<file path="config.mk">
export PLATFORM = sky130hd
export DESIGN_NAME = vad_decision_tx
export DESIGN_NICKNAME = d
export VERILOG_FILES = /design/src/rtl/vad_decision_tx.sv
export SDC_FILE = /design/constraint.sdc
export NUM_CORES = 1
export LEC_CHECK = 0
export CAP_MARGIN = 20
export CORE_AREA = 2 2 64 66
export DETAILED_ROUTE_END_ITERATION = 10
export DIE_AREA = 0 0 66 68
export PLACE_DENSITY = 0.7
export SYNTH_ARGS = -nofsm -noshare
export SYNTH_HDL_FRONTEND = slang
export SYNTH_SLANG_ARGS = --single-unit
export TNS_END_PERCENT = 1
</file>
<file path="constraint.sdc">
create_clock -name clk -period 2.3 [get_ports clk]
set_input_delay 0.46 -clock clk [delete_from_list [all_inputs] [get_ports clk]]
set_output_delay 0.46 -clock clk [all_outputs]
set_load 0.03 [all_outputs]
</file>
<file path="src/rtl/vad_decision_tx.sv">
// Hangover smoothing of per-frame speech/non-speech classes, frame tagging,
// and a 2-entry valid/ready output buffer toward the host link.
module vad_decision_tx #(
  parameter int HANG_FRAMES = 4,
  parameter int FRM_W       = 8
) (
  input  logic             clk,
  input  logic             rst_n,
  input  logic             res_valid,
  input  logic [1:0]       res_code,
  output logic             out_valid,
  input  logic             out_ready,
  output logic             out_speech,
  output logic [FRM_W-1:0] out_frame,
  output logic             overflow,
  output logic             code_err
);

  typedef enum logic [1:0] {
    SILENCE = 2'd0,
    SPEECH  = 2'd1,
    HANG    = 2'd2
  } state_t;

  localparam logic [3:0] HANG_INIT = (HANG_FRAMES > 0) ? 4'(HANG_FRAMES - 1) : 4'd0;

  state_t           state_q, state_d;
  logic [3:0]       cnt_q, cnt_d;
  logic [FRM_W-1:0] frm_q, frm_d;
  logic             ent_sp_q [2];
  logic             ent_sp_d [2];
  logic [FRM_W-1:0] ent_fr_q [2];
  logic [FRM_W-1:0] ent_fr_d [2];
  logic             rd_ptr_q, rd_ptr_d;
  logic             wr_ptr_q, wr_ptr_d;
  logic [1:0]       level_q, level_d;
  logic             overflow_q, overflow_d;
  logic             code_err_q, code_err_d;

  logic accept;
  logic is_speech;
  logic decision;
  logic pop;
  logic full;
  logic push_ok;

  assign is_speech = (res_code == 2'b10);
  assign accept    = res_valid && (res_code == 2'b10 || res_code == 2'b01);

  // Hangover FSM: decides the smoothed class of the frame being accepted.
  always_comb begin
    state_d  = state_q;
    cnt_d    = cnt_q;
    decision = 1'b0;
    if (accept) begin
      unique case (state_q)
        SILENCE: begin
          if (is_speech) begin
            state_d  = SPEECH;
            decision = 1'b1;
          end
        end
        SPEECH: begin
          decision = 1'b1;
          if (!is_speech) begin
            if (HANG_FRAMES == 0) begin
              state_d  = SILENCE;
              decision = 1'b0;
            end else begin
              state_d = HANG;
              cnt_d   = HANG_INIT;
            end
          end
        end
        HANG: begin
          decision = 1'b1;
          if (is_speech) begin
            state_d = SPEECH;
          end else if (cnt_q == 4'd0) begin
            state_d  = SILENCE;
            decision = 1'b0;
          end else begin
            cnt_d = cnt_q - 4'd1;
          end
        end
        default: begin
          state_d = SILENCE;
          cnt_d   = 4'd0;
        end
      endcase
    end
  end

  // A pop in the same cycle frees a slot, so a full buffer still takes the push.
  assign out_valid = (level_q != 2'd0);
  assign pop       = out_valid && out_ready;
  assign full      = (level_q == 2'd2);
  assign push_ok   = accept && (!full || pop);

  always_comb begin
    frm_d      = frm_q;
    rd_ptr_d   = rd_ptr_q;
    wr_ptr_d   = wr_ptr_q;
    level_d    = level_q;
    ent_sp_d   = ent_sp_q;
    ent_fr_d   = ent_fr_q;
    overflow_d = overflow_q;
    code_err_d = code_err_q;
    if (accept) begin
      frm_d = frm_q + FRM_W'(1);
    end
    if (res_valid && res_code == 2'b11) begin
      code_err_d = 1'b1;
    end
    if (accept && !push_ok) begin
      overflow_d = 1'b1;
    end
    if (push_ok) begin
      ent_sp_d[wr_ptr_q] = decision;
      ent_fr_d[wr_ptr_q] = frm_q;
      wr_ptr_d           = ~wr_ptr_q;
    end
    if (pop) begin
      rd_ptr_d = ~rd_ptr_q;
    end
    unique case ({push_ok, pop})
      2'b10:   level_d = level_q + 2'd1;
      2'b01:   level_d = level_q - 2'd1;
      default: level_d = level_q;
    endcase
  end

  always_ff @(posedge clk) begin
    if (!rst_n) begin
      state_q    <= SILENCE;
      cnt_q      <= 4'd0;
      frm_q      <= '0;
      rd_ptr_q   <= 1'b0;
      wr_ptr_q   <= 1'b0;
      level_q    <= 2'd0;
      overflow_q <= 1'b0;
      code_err_q <= 1'b0;
    end else begin
      state_q    <= state_d;
      cnt_q      <= cnt_d;
      frm_q      <= frm_d;
      rd_ptr_q   <= rd_ptr_d;
      wr_ptr_q   <= wr_ptr_d;
      level_q    <= level_d;
      overflow_q <= overflow_d;
      code_err_q <= code_err_d;
    end
  end

  // Entry storage needs no reset: it is only visible while out_valid is high.
  always_ff @(posedge clk) begin
    ent_sp_q <= ent_sp_d;
    ent_fr_q <= ent_fr_d;
  end

  assign out_speech = out_valid & ent_sp_q[rd_ptr_q];
  assign out_frame  = out_valid ? ent_fr_q[rd_ptr_q] : '0;
  assign overflow   = overflow_q;
  assign code_err   = code_err_q;

endmodule

</file>
=== Word level (Yosys, flattened, before mapping) ===
Index checks and enable logic that the tools add are counted.

* $add $sub $neg: 4
* $lt $le $gt $ge: 3
* Equality and inequality tests: 13
* Mux-type cells: 28
* Bitwise operators: 6
* Reduce and logical (&&, ||, !) cells: 16

{| class="wikitable"
|+ Operator list
! operator !! number
|-
| 8-bit 2-to-1 mux || 5
|-
| 16-bit bitwise mux || 1
|-
| 4-bit 2-to-1 mux || 3
|-
| 4-bit case mux with 3 select lines || 1
|-
| 2-bit == test, second input constant || 5
|-
| 8-bit by 1-bit adder with 8-bit output, second input constant || 1
|-
| 8-bit demux with 1-bit select || 1
|-
| 1-bit 2-to-1 mux || 8
|-
| 2-bit 2-to-1 mux || 4
|-
| 2-bit != test, second input constant || 4
|-
| 2-bit by 1-bit == test with 1-bit output, second input constant || 3
|-
| 1-bit logical AND || 6
|-
| 2-bit case mux with 3 select lines || 1
|-
| 5-bit AND reduction || 1
|-
| 2-bit >= comparator, second input constant || 2
|-
| 4-bit zero test || 1
|-
| 1-bit NOT with 2-bit output || 2
|-
| 2-bit case mux with 2 select lines || 1
|-
| 4-bit AND reduction || 1
|-
| 2-bit nonzero test || 2
|-
| 4-bit by 1-bit subtractor with 4-bit output, second input constant || 1
|-
| 3-bit != test, second input constant || 1
|-
| 1-bit NOT || 3
|-
| 1-bit case mux with 3 select lines || 1
|-
| 9 further kinds || 11
|}

* Register bits: 38
* Output and inout bits: 12

=== Longest topological paths before layout ===
Gate-level depths: netlist of run 1.

* Depth after elaboration: 6
* Gate-level depth with buffers: 9
* Mapped depth without buffers: 8

=== Worst setup path before layout of run 1 ===
No wires, ideal clock.

* Path kind: input to register
* Start point: input port res_code[0]
* End point: register level_q[1]
* Library setup time: 70 ps
* Arrival: 1933 ps
* Data required time: 2230 ps
* Path slack: 297 ps
* Stages: 8
* Buffers on the path: 1
* Cell sequence: inv_1 ha_1 nor2b_2 buf_6 nand2b_2 ha_1 or3_1 a21oi_1

* Word-level cells in the longest chain between the ends: 6

{| class="wikitable"
|+ RTL lines
! element !! RTL line !! text
|-
| start: declaration || 10 || <nowiki>input logic [1:0] res_code,</nowiki>
|-
| 2-bit == test or 2-bit by 1-bit == test with 1-bit output (tied branches) || 48 || <nowiki>assign accept = res_valid && (res_code == 2'b10 || res_code == 2'b01);</nowiki>
|-
| 1-bit logical OR (*) || 48 ||
|-
| 1-bit logical AND (*) || 48 ||
|-
| 1-bit logical AND (*) || 98 || <nowiki>assign push_ok = accept && (!full || pop);</nowiki>
|-
| 2-bit by 1-bit == test with 1-bit output or 2-bit == test (tied branches) || 126 || <nowiki>unique case ({push_ok, pop})</nowiki>
|-
| 2-bit case mux with 2 select lines or 2-bit nonzero test (tied branches) || n/a ||
|-
| end signal: assignment || 149 || <nowiki>level_q <= level_d;</nowiki>
|-
| end: declaration || 36 || <nowiki>logic [1:0] level_q, level_d;</nowiki>
|}

Mark *: on every way between the ends. The rest lies on a longest branch, timed or not.
A chain may end at the register's enable or synchronous reset.

=== Final worst setup path of run 1 ===
* Start point: register rd_ptr_q
* End point: output port out_frame[5]

* Word-level cells in the longest chain between the ends: 5

{| class="wikitable"
|+ RTL lines
! element !! RTL line !! text
|-
| start: declaration || 34 || <nowiki>logic rd_ptr_q, rd_ptr_d;</nowiki>
|-
| start signal: assignment || 147 || <nowiki>rd_ptr_q <= rd_ptr_d;</nowiki>
|-
| 1-bit NOT with 2-bit output (implied by the code) || 162 || <nowiki>assign out_frame = out_valid ? ent_fr_q[rd_ptr_q] : '0;</nowiki>
|-
| 8-bit 2-to-1 mux (implied by the code) (3 in series) || 162 ||
|-
| 8-bit 2-to-1 mux || 162 ||
|-
| end: declaration || 14 || <nowiki>output logic [FRM_W-1:0] out_frame,</nowiki>
|}

No other way between the ends. The select of a mux whose other input is x is not followed.

==> results of run 1 <==
[synth_stat cells, types with 2 or more instances]
cell type and n:
mux2i_1 9, and2_1 9, o31ai_1 3, nand4_1 5, o21ai_0 3, nand2_1 8, xor2_1 2, xnor2_1 9
a21oi_1 6, nor2_1 15, edfxtp_1 18, buf_6 2, clkbuf_1 2, buf_2 2, nand3_1 5, inv_1 10
nor3b_2 3, dfxtp_1 20, ha_1 11, and3_1 2
[per-layer routing]
layer  track usage (%)  part of all wire (%)  vias up
li1                  -                     -      632
met1              16.7                    41      594
met2              31.3                    53       30
met3              4.93                   4.6       10
met4              6.38                   1.9        0
met5                 0                     0        -
[stage by stage]
step                      std cells  hold WS [ps]  setup WS, ps  utilization, %  instance area, µm²
after floorplan                 164           445           297               -                1860
after global placement          233           451         -44.7            54.7                2110
after detailed placement        233           464          -121            54.7                2110
after CTS                       241           482          9.87            56.9                2190
after global routing            241           510          25.0            57.1                2200
final                           241           479           133            57.1                2200
[path summary, 6_finish.rpt]
kind              startpoint           end  slack [ps]
hold reg to reg     code_err      code_err         480
hold / removal      code_err      code_err         480
setup reg to reg  state_q[0]    state_q[0]         560
setup / recovery    rd_ptr_q  out_frame[5]         130
[logic make-up after synthesis]
| kind of cell | count (synthesis) |
|---|---|
| and+or+nand+nor | 55 |
| muxes | 10 |
| buffers and inverters | 17 |
| AOI/OAI and AO/OA | 22 |
| xor gates and xnor gates | 11 |
| adders and majority gates | 11 |
| DFF | 38 |
[repair_timing]
item | in CTS | in global routing
gates cloned | 0 | 0
endpoints found under the hold margin | 0 | 0
setup endpoints to repair | 10 | 8
gates resized for setup | 1 | 2
[power by group]
part | total [mW] | switching [mW] | leakage [nW] | internal (mW)
combinational | 0.659 | 0.370 | 0.435 | 0.288
sequential | 0.802 | 0.0449 | 0.337 | 0.757
clock | 0.431 | 0.221 | 0.0450 | 0.210
total | 1.89 | 0.636 | 0.817 | 1.26
[registers in the layout (all words and copies together), names as in the netlist]
register / flops
ent_fr_q: 16
state_q: 2
wr_ptr_q: 1
code_err: 1
rd_ptr_q: 1
cnt_q: 4
ent_sp_q: 2
overflow: 1
level_q: 2
frm_q: 8
[critical path: stages (launching register included)]
cell             delay, ps
dfxtp_1                350
buf_4                  210
mux2i_1                210
nor2_1                  50
clkdlybuf4s50_1        600
[area by class of cell]
cell class                      count  area share, %
Sequential cell                    38           42.8
Multi-Input combinational cell    109           38.1
Timing Repair Buffer               25           10.6
Clock buffer                        6           3.30
Tap cell                           50           2.84
Inverter                           11           1.99
Clock inverter                      2          0.455
==> results.cfg, run 1 <==
[setup_path]
critPathLaunchType = flop
arrival_ps = 1710
ff2ff_path_depth = 6
end_kind = output port
worst-path-max-fanout = 9
critPathKind = flop to output port
cp.required_ps = 1840

[detailed_routing]
drt-pass1-iter-count = 4
wl_per_cell_um = 13.0
vias = 1266
finalWirelength_um = 3130
route.detailed.drc = 0
drtIter0Drc = 38
viasPerCell = 5.25
antenna_left = 0

[floorplan]
fp.dieW_um = 66
dieArea_mm2 = 0.00449
rows = 23
coreArea_mm2 = 0.00386
num_io_pins = 18
dieHeight_um = 68
start_util_pct = 48.1

[sta]
finalSetupViolCount = 0
max_slew_margin_pct = 70.7
fin_crit_ps = 2170
min_period_over_period_pct = 94.2
finalMaxSlewViolations = 0
hold_viol = 0
skew_ps = 10.5
worstMarginPinSlew_ps = 437
tns_ps = 0
rsz0062_at_grt = no
max_freq_mhz = 461

[clock_tree]
post_cts.repair.setup_buffers = 0
clock-sinks = 38
cts-root-buf = clkbuf_8
postCtsHoldBufs = 0
tritoncts = done
cts_buffers = 5
cts_htree_levels = 2
worstSkewPairLatency_ps = 290
path_clk_slew_ps = 80
max-clock-path-buffers = 2

[global_routing]
grt_start_max_net_pins = 13
grt-ovfl-total = 0
grt_pass1_vias = 1248
grt_usage_pct = 16.4
grt_pass1_wl_um = 5480
antenna_found_initial = 0

[final_layout]
final_cell_mix = dfxtp_1, edfxtp_1, clkdlybuf4s50_1
areaGrowthSynthToFinish_pct = 18.6
multi_input_area_um2 = 838
nFillCells = 317
drive_gt1_share_pct = 14.7
diodes = 0
nNetsFinal = 207
regArea_um2 = 941
mostFrequentLayoutCell = dfxtp_1

[yosys]
yosysTopAreaCellShare_pct = 29.1
synth_edf_count = 18
ys_top_cells_by_area = edfxtp_1, dfxtp_1, ha_1
synthFlopType = dfxtp_1
syn_nets = 181
synth-xor-area-share_pct = 5.19
synth_cells = 164
synth.distinct_cells = 40
yosysSeqAreaShare_pct = 50.7
ys_ff_latch = 38
synth-simple-area-share_pct = 16.5
synth_adder_area_share_pct = 7.42
synth_top_area_cell = edfxtp_1
synth-async-reset-ratio_pct = 0
synth_top_family_by_area = simple AND/OR/NAND/NOR gates
synth.area.mux_share_pct = 5.60
ys_warn_count = 0
syn_avg_cell_area_um2 = 11.3
synth-compound-area-share_pct = 10.0
syn_area_mm2 = 0.00186

[min_path]
hold-path-cell-count = 2
hp-class = flop to flop

[place]
port_buffers = 17
gp_congestion = 0.864
hpwl_um = 2440

[outcome]
outcome = finished clean

[power_and_ir_drop]
finalPower_mw = 1.89
irDropWorstVdd_v = 0.000294
power.density_mw_per_mm2 = 860
leakage_nw = 0.817

[run]
cap_viol_max_count = 0
No activity file was read; power rests on OpenSTA's default activity.
==> run 2, diff against run 1 <==
- CORE_AREA: 2 2 64 66 -> 2 2 62 64
- DIE_AREA: 0 0 66 68 -> 0 0 64 66
- PLACE_DENSITY: 0.7 -> 0.74
==> results.cfg, run 2 (same netlist as run 1, synthesis figures left out) <==
[clock_tree]
cts_htree_levels = 2
path_clk_slew_ps = 110
clock-sinks = 38
max-clock-path-buffers = 2
worstSkewPairLatency_ps = 340
cts_buffers = 5
postCtsHoldBufs = 0
cts-root-buf = clkbuf_4
post_cts.repair.setup_buffers = 0
tritoncts = done

[global_routing]
busiest_layer = met2
grt_pass1_wl_um = 5350
grtUsageMet3_pct = 4.09
antenna_found_initial = 0
grt_start_max_net_pins = 17
grt_util_met1_pct = 18.4
grt-ovfl-total = 0
grt_usage_pct = 16.9
grtUsageMet2_pct = 31.0
grt_pass1_vias = 1217

[floorplan]
coreArea_mm2 = 0.00355
num_io_pins = 18
start_util_pct = 52.3
rows = 22
dieHeight_um = 66
dieArea_mm2 = 0.00422
fp.dieW_um = 64

[min_path]
hp-class = flop to flop
hold_start = cnt_q[1]

[detailed_routing]
viasPerCell = 5.20
antenna_left = 0
vias = 1237
route.detailed.drc = 0
finalWirelength_um = 3210
wl_per_cell_um = 13.5
drt-pass1-iter-count = 4
drtIter0Drc = 21

[sta]
hold_ws_ps = 472
hold_viol = 0
skew_ps = 4.55
finalMaxSlewViolations = 0
min_period_over_period_pct = 95.9
worst_slack_ps = 93.2
finalSetupViolCount = 0
max_freq_mhz = 453
fin_crit_ps = 2210
max_slew_margin_pct = 70.0
tns_ps = 0
rsz0062_at_grt = no
worstMarginPinSlew_ps = 447

[setup_path]
critPathLaunch = level_q[0]
worst-path-max-fanout = 11
cpPeakStageDelay_ps = 670
cp.required_ps = 1840
cp.buffers_inverters = 1
arrival_ps = 1750
end_kind = output port
path_cells = nor2_4 > nor2_1 > clkdlybuf4s50_1
path_delay_family = buffers and inverters
critPathLaunchType = flop
cp_slowest_cell = clkdlybuf4s50_1
critPathKind = flop to output port
r2r_start = state_q[0]

[final_layout]
nFillCells = 285
nNetsFinal = 206
diodes = 0
final_cells = 238
largest-register = ent_fr_q
final_cell_mix = dfxtp_1, edfxtp_1, nor2_1
final_area_mm2 = 0.00218
drive_gt1_share_pct = 14.7
reg.largest.list = ent_fr_q x16, frm_q x8, cnt_q x4
mostFrequentLayoutCell = dfxtp_1
largest_register_ffs = 16
areaGrowthSynthToFinish_pct = 17.4

[place]
dpl_cell_area_mm2 = 0.00210
pre_cts_slack_ps = -157
port_buffers = 17
gp_congestion = 0.824
place_inst = 230
hpwl_um = 2410

[power_and_ir_drop]
irDropWorstVdd_v = 0.000271
power.density_mw_per_mm2 = 817
leakage_nw = 0.879

[outcome]
outcome = finished clean

[run]
cap_viol_max_count = 0
run 2: cell types whose count changed in the layout (fill, tap and decap cells not counted), moves of 5 or more:
cell	previous run	this run
clkdlybuf4s50_1	16	11
clkbuf_4	0	5
dlymetal6s2s_1	1	6
clkbuf_8	5	0
run 2: final cells by class:
class / count / area [µm²] / area share (%)
tap: 48 / 60.1 / 2.76
timing repair buffer: 24 / 238 / 10.9
sequential: 38 / 945 / 43.4
clock inverter: 3 / 16.3 / 0.747
multi-input combinational: 109 / 838 / 38.5
inverter: 11 / 43.8 / 2.01
clock buffer: 5 / 37.5 / 1.72
run 2: per-stage QoR:
stage | total power [mW] | util [%]
6_report | 1.78 | 61.3
5_1_grt | 1.89 | 61.3
4_1_cts | 1.81 | 60.9
3_5_place_dp | 1.46 | 59.1
3_3_place_gp | 1.43 | 59.1
2_1_floorplan | 1.23 | -
run 2: where the power goes:
part	internal (mW)	switching, mW	total (mW)
clock network	0.114	0.218	0.332
logic	0.274	0.339	0.613
registers	0.761	0.0738	0.835
run 2: metal layers:
metal	routed length, µm	vias up
li1	-	630
met1	1310	575
met2	1740	28
met3	128	4
met4	39	0
met5	0	-
run 2: path summary, 6_finish.rpt:
path / endpoint / slack (ps) / depth (start not counted)
worst max-delay path: out_frame[3] / 90 / 3
worst min-delay path: cnt_q[1] / 470 / 2
worst max register to register: ent_sp_q[0] / 560 / 4
worst min register to register: cnt_q[1] / 470 / 2
run 2: what timing repair did:
item,4_1_cts,5_1_grt
gates resized for setup,4,6
endpoints found under the hold margin,0,0
endpoints found under the setup margin,10,6
run 2: tightest hold or removal path: stages, from the launching register on:
cell and delay (ps):
dfxtp_1 330, nand3_1 60, o31ai_1 60
==> edit (settings of run 1) <==
Set the parameter `FRM_W` to 6 (it was 8).
--- a/src/rtl/vad_decision_tx.sv
+++ b/src/rtl/vad_decision_tx.sv
@@ -3,5 +3,5 @@
 module vad_decision_tx #(
   parameter int HANG_FRAMES = 4,
-  parameter int FRM_W       = 8
+  parameter int FRM_W       = 6
 ) (
   input  logic             clk,
Interface: changed (resized out_frame); port bits go from 18 to 16. No check against the original RTL was run, so the function may have changed too.
==> edit against run 1 <==
- power decreased by 15%
- synthesized area down 14%
- worst setup slack got worse by 24 ps
- synthesized cell count shrank 6.7%
- sequential share of layout area is 2.2 points lower
- critical endpoint is now ent_fr_q[11]$_DFFE_PP_
- sequential cell count down 6
- routed wire length shrank 5.9%
- largest cell class unchanged
- cell area is 12% lower
==> edit: results (changes against run 1) <==
Yosys
  • Cell variety after synth: 36 (-10%)
  • Synth area leaders: edfxtp_1, dfxtp_1, ha_1
  • YS warnings: 0 (unchanged)
  • Async set-or-reset flop fraction in the synthesized netlist: 0% (unchanged)
  • Sequential share of the synthesized area: 49.0% (-1.7 points)
  • EDFF count, synth: 14 (-4)
  • Synthesized instance count: 153 (-6.7%)
  • Synth Net Count: 170 (-6.1%)
  • Commonest cells in the netlist: dfxtp_1, nor2_1, edfxtp_1

Finish
  • Diodes inserted: 0 (unchanged)
  • Top Registers: ent_fr_q: 12 flops, frm_q: 6 flops, cnt_q: 4 flops
  • Final-stage net count: 195 (-5.8%)
  • Layout cells sized above 1: 9.50% (-5.2 points)
  • Layout Cells excl Fill: 229 (-5.0%)

Route
  • DRT iter0 DRCs: 35 (-7.9%)
  • Final wirelength: 2950 um (-5.9%)
  • Vias per cell: 5.06 (-3.7%)
  • Drt pass-1 iters: 5 (+1)

Clock tree
  • Clock latency at the later pin of the worst-skew pair: 270 ps (-20 ps)
  • Htree depth: 2 (unchanged)
  • Post-CTS Resized: 0 (-1)
  • Root Buffer Master: clkbuf_8
  • Postcts setup bufs: 0 (unchanged)
  • Clock slew at reported path FFs: 60 ps (-20 ps)
  • Total CTS buffers: 5 (unchanged)
  • Clock buffer depth: 2 (unchanged)

Power and ir drop
  • Pleak: 0.699 nW (-14%)
  • Worst vdd ir: 0.000285 V (-3.1%)
  • Switching share of power: 32.3% (-1.4 points)
  • Clk pwr share: 24.0% (+1.2 points)
  • Seq pwr: 693 uW (-14%)
  • Psw: 521 uW (-18%)

Global route
  • Largest net degree at the start of global routing: 15 (+2)
  • Initial antenna violation count: 0 (unchanged)
  • Total GRT Usage: 15.2% (-1.2 points)
  • Vias in the first global route: 1193 (-4.4%)
  • First-pass GRT wire length: 5210 um (-4.9%)

Timing
  • Final worst slack: 109 ps (-23.9 ps)
  • Hold Slack: 483 ps (+3.63 ps)
  • Clock Skews: 4.60 ps (-5.92 ps)
  • Slew of the pin with the lowest slew margin: 419 ps (-17.8 ps)

Critical path
  • Reg2reg setup slack: 300 ps (-260 ps)
  • Critical path's slowest cell: clkdlybuf4s50_1
  • Crit path largest cell delay: 490 ps (-110 ps)
  • Critical path data arrival time: 2140 ps (+430 ps)
  • CP max FO: 7 (-2)

Place
  • Placed instance count: 221 (-5.2%)
  • Pre-CTS setup slack: -186 ps (-65.1 ps)
  • Placed inst area: 1850 um^2 (-12%)
  • RD Place Congestion: 0.783 (-9.3%)
  • Port-buffer cells: 15 (-2)
  • Detail Placement HPWL: 2280 um (-6.4%)

Min path
  • Worst Hold Class: flip-flop to flip-flop

Outcome
  • Outcome: completed
==> edit: cell types whose count changed after synthesis, sizes merged, moves of 4 or more <==
| cell | before | now |
|---|---|---|
| or3 | 1 | 6 |
| nand3 | 5 | 1 |
| xnor2 | 9 | 2 |
| nand4 | 5 | 0 |
| and2 | 9 | 0 |
| edfxtp | 18 | 14 |
==> edit: per-layer routing <==
layer / track usage (%) / up-vias / wire length, um
li1: - / 591 / -
met1: 16.6 / 541 / 1210
met2: 27.4 / 23 / 1600
met3: 3.95 / 4 / 107
met4: 7.40 / 0 / 33
met5: 0 / - / 0
==> edit: layout make-up <==
cell class,count,area (um^2)
multi-input cells,105,751
inverters,11,41.3
clock buffers,7,76.3
flip-flops and latches,32,782
clock inverters,1,3.75
well taps,50,62.6
fillers,380,1930
repair buffers,23,210
==> edit: cell families after synthesis <==
kind of cell | after synthesis | share of synthesized area, %
compound gates | 25 | 10.3
flops | 32 | 49.0
mux | 11 | 6.91
simple gates | 53 | 18.5
fa+ha+maj | 11 | 8.63
buf+inv | 16 | 3.92
xor+xnor | 5 | 2.75
==> edit: worst max-delay path: cells and delay by family <==
family | cells | cell delay (ps)
and+or+nand+nor | 2 | 580
adders and majority gates | 1 | 320
buffers and inverters | 3 | 780
==> edit: path summary, 6_finish.rpt <==
kind / depth (start not counted) / from / to
setup / recovery: 6 / res_code[0] / ent_fr_q[11]$_DFFE_PP_
hold / removal: 2 / code_err$_SDFFE_PN0P_ / code_err$_SDFFE_PN0P_
setup reg to reg: 5 / state_q[0]$_SDFFE_PN0P_ / cnt_q[2]$_SDFFE_PN0P_
hold reg to reg: 2 / code_err$_SDFFE_PN0P_ / code_err$_SDFFE_PN0P_
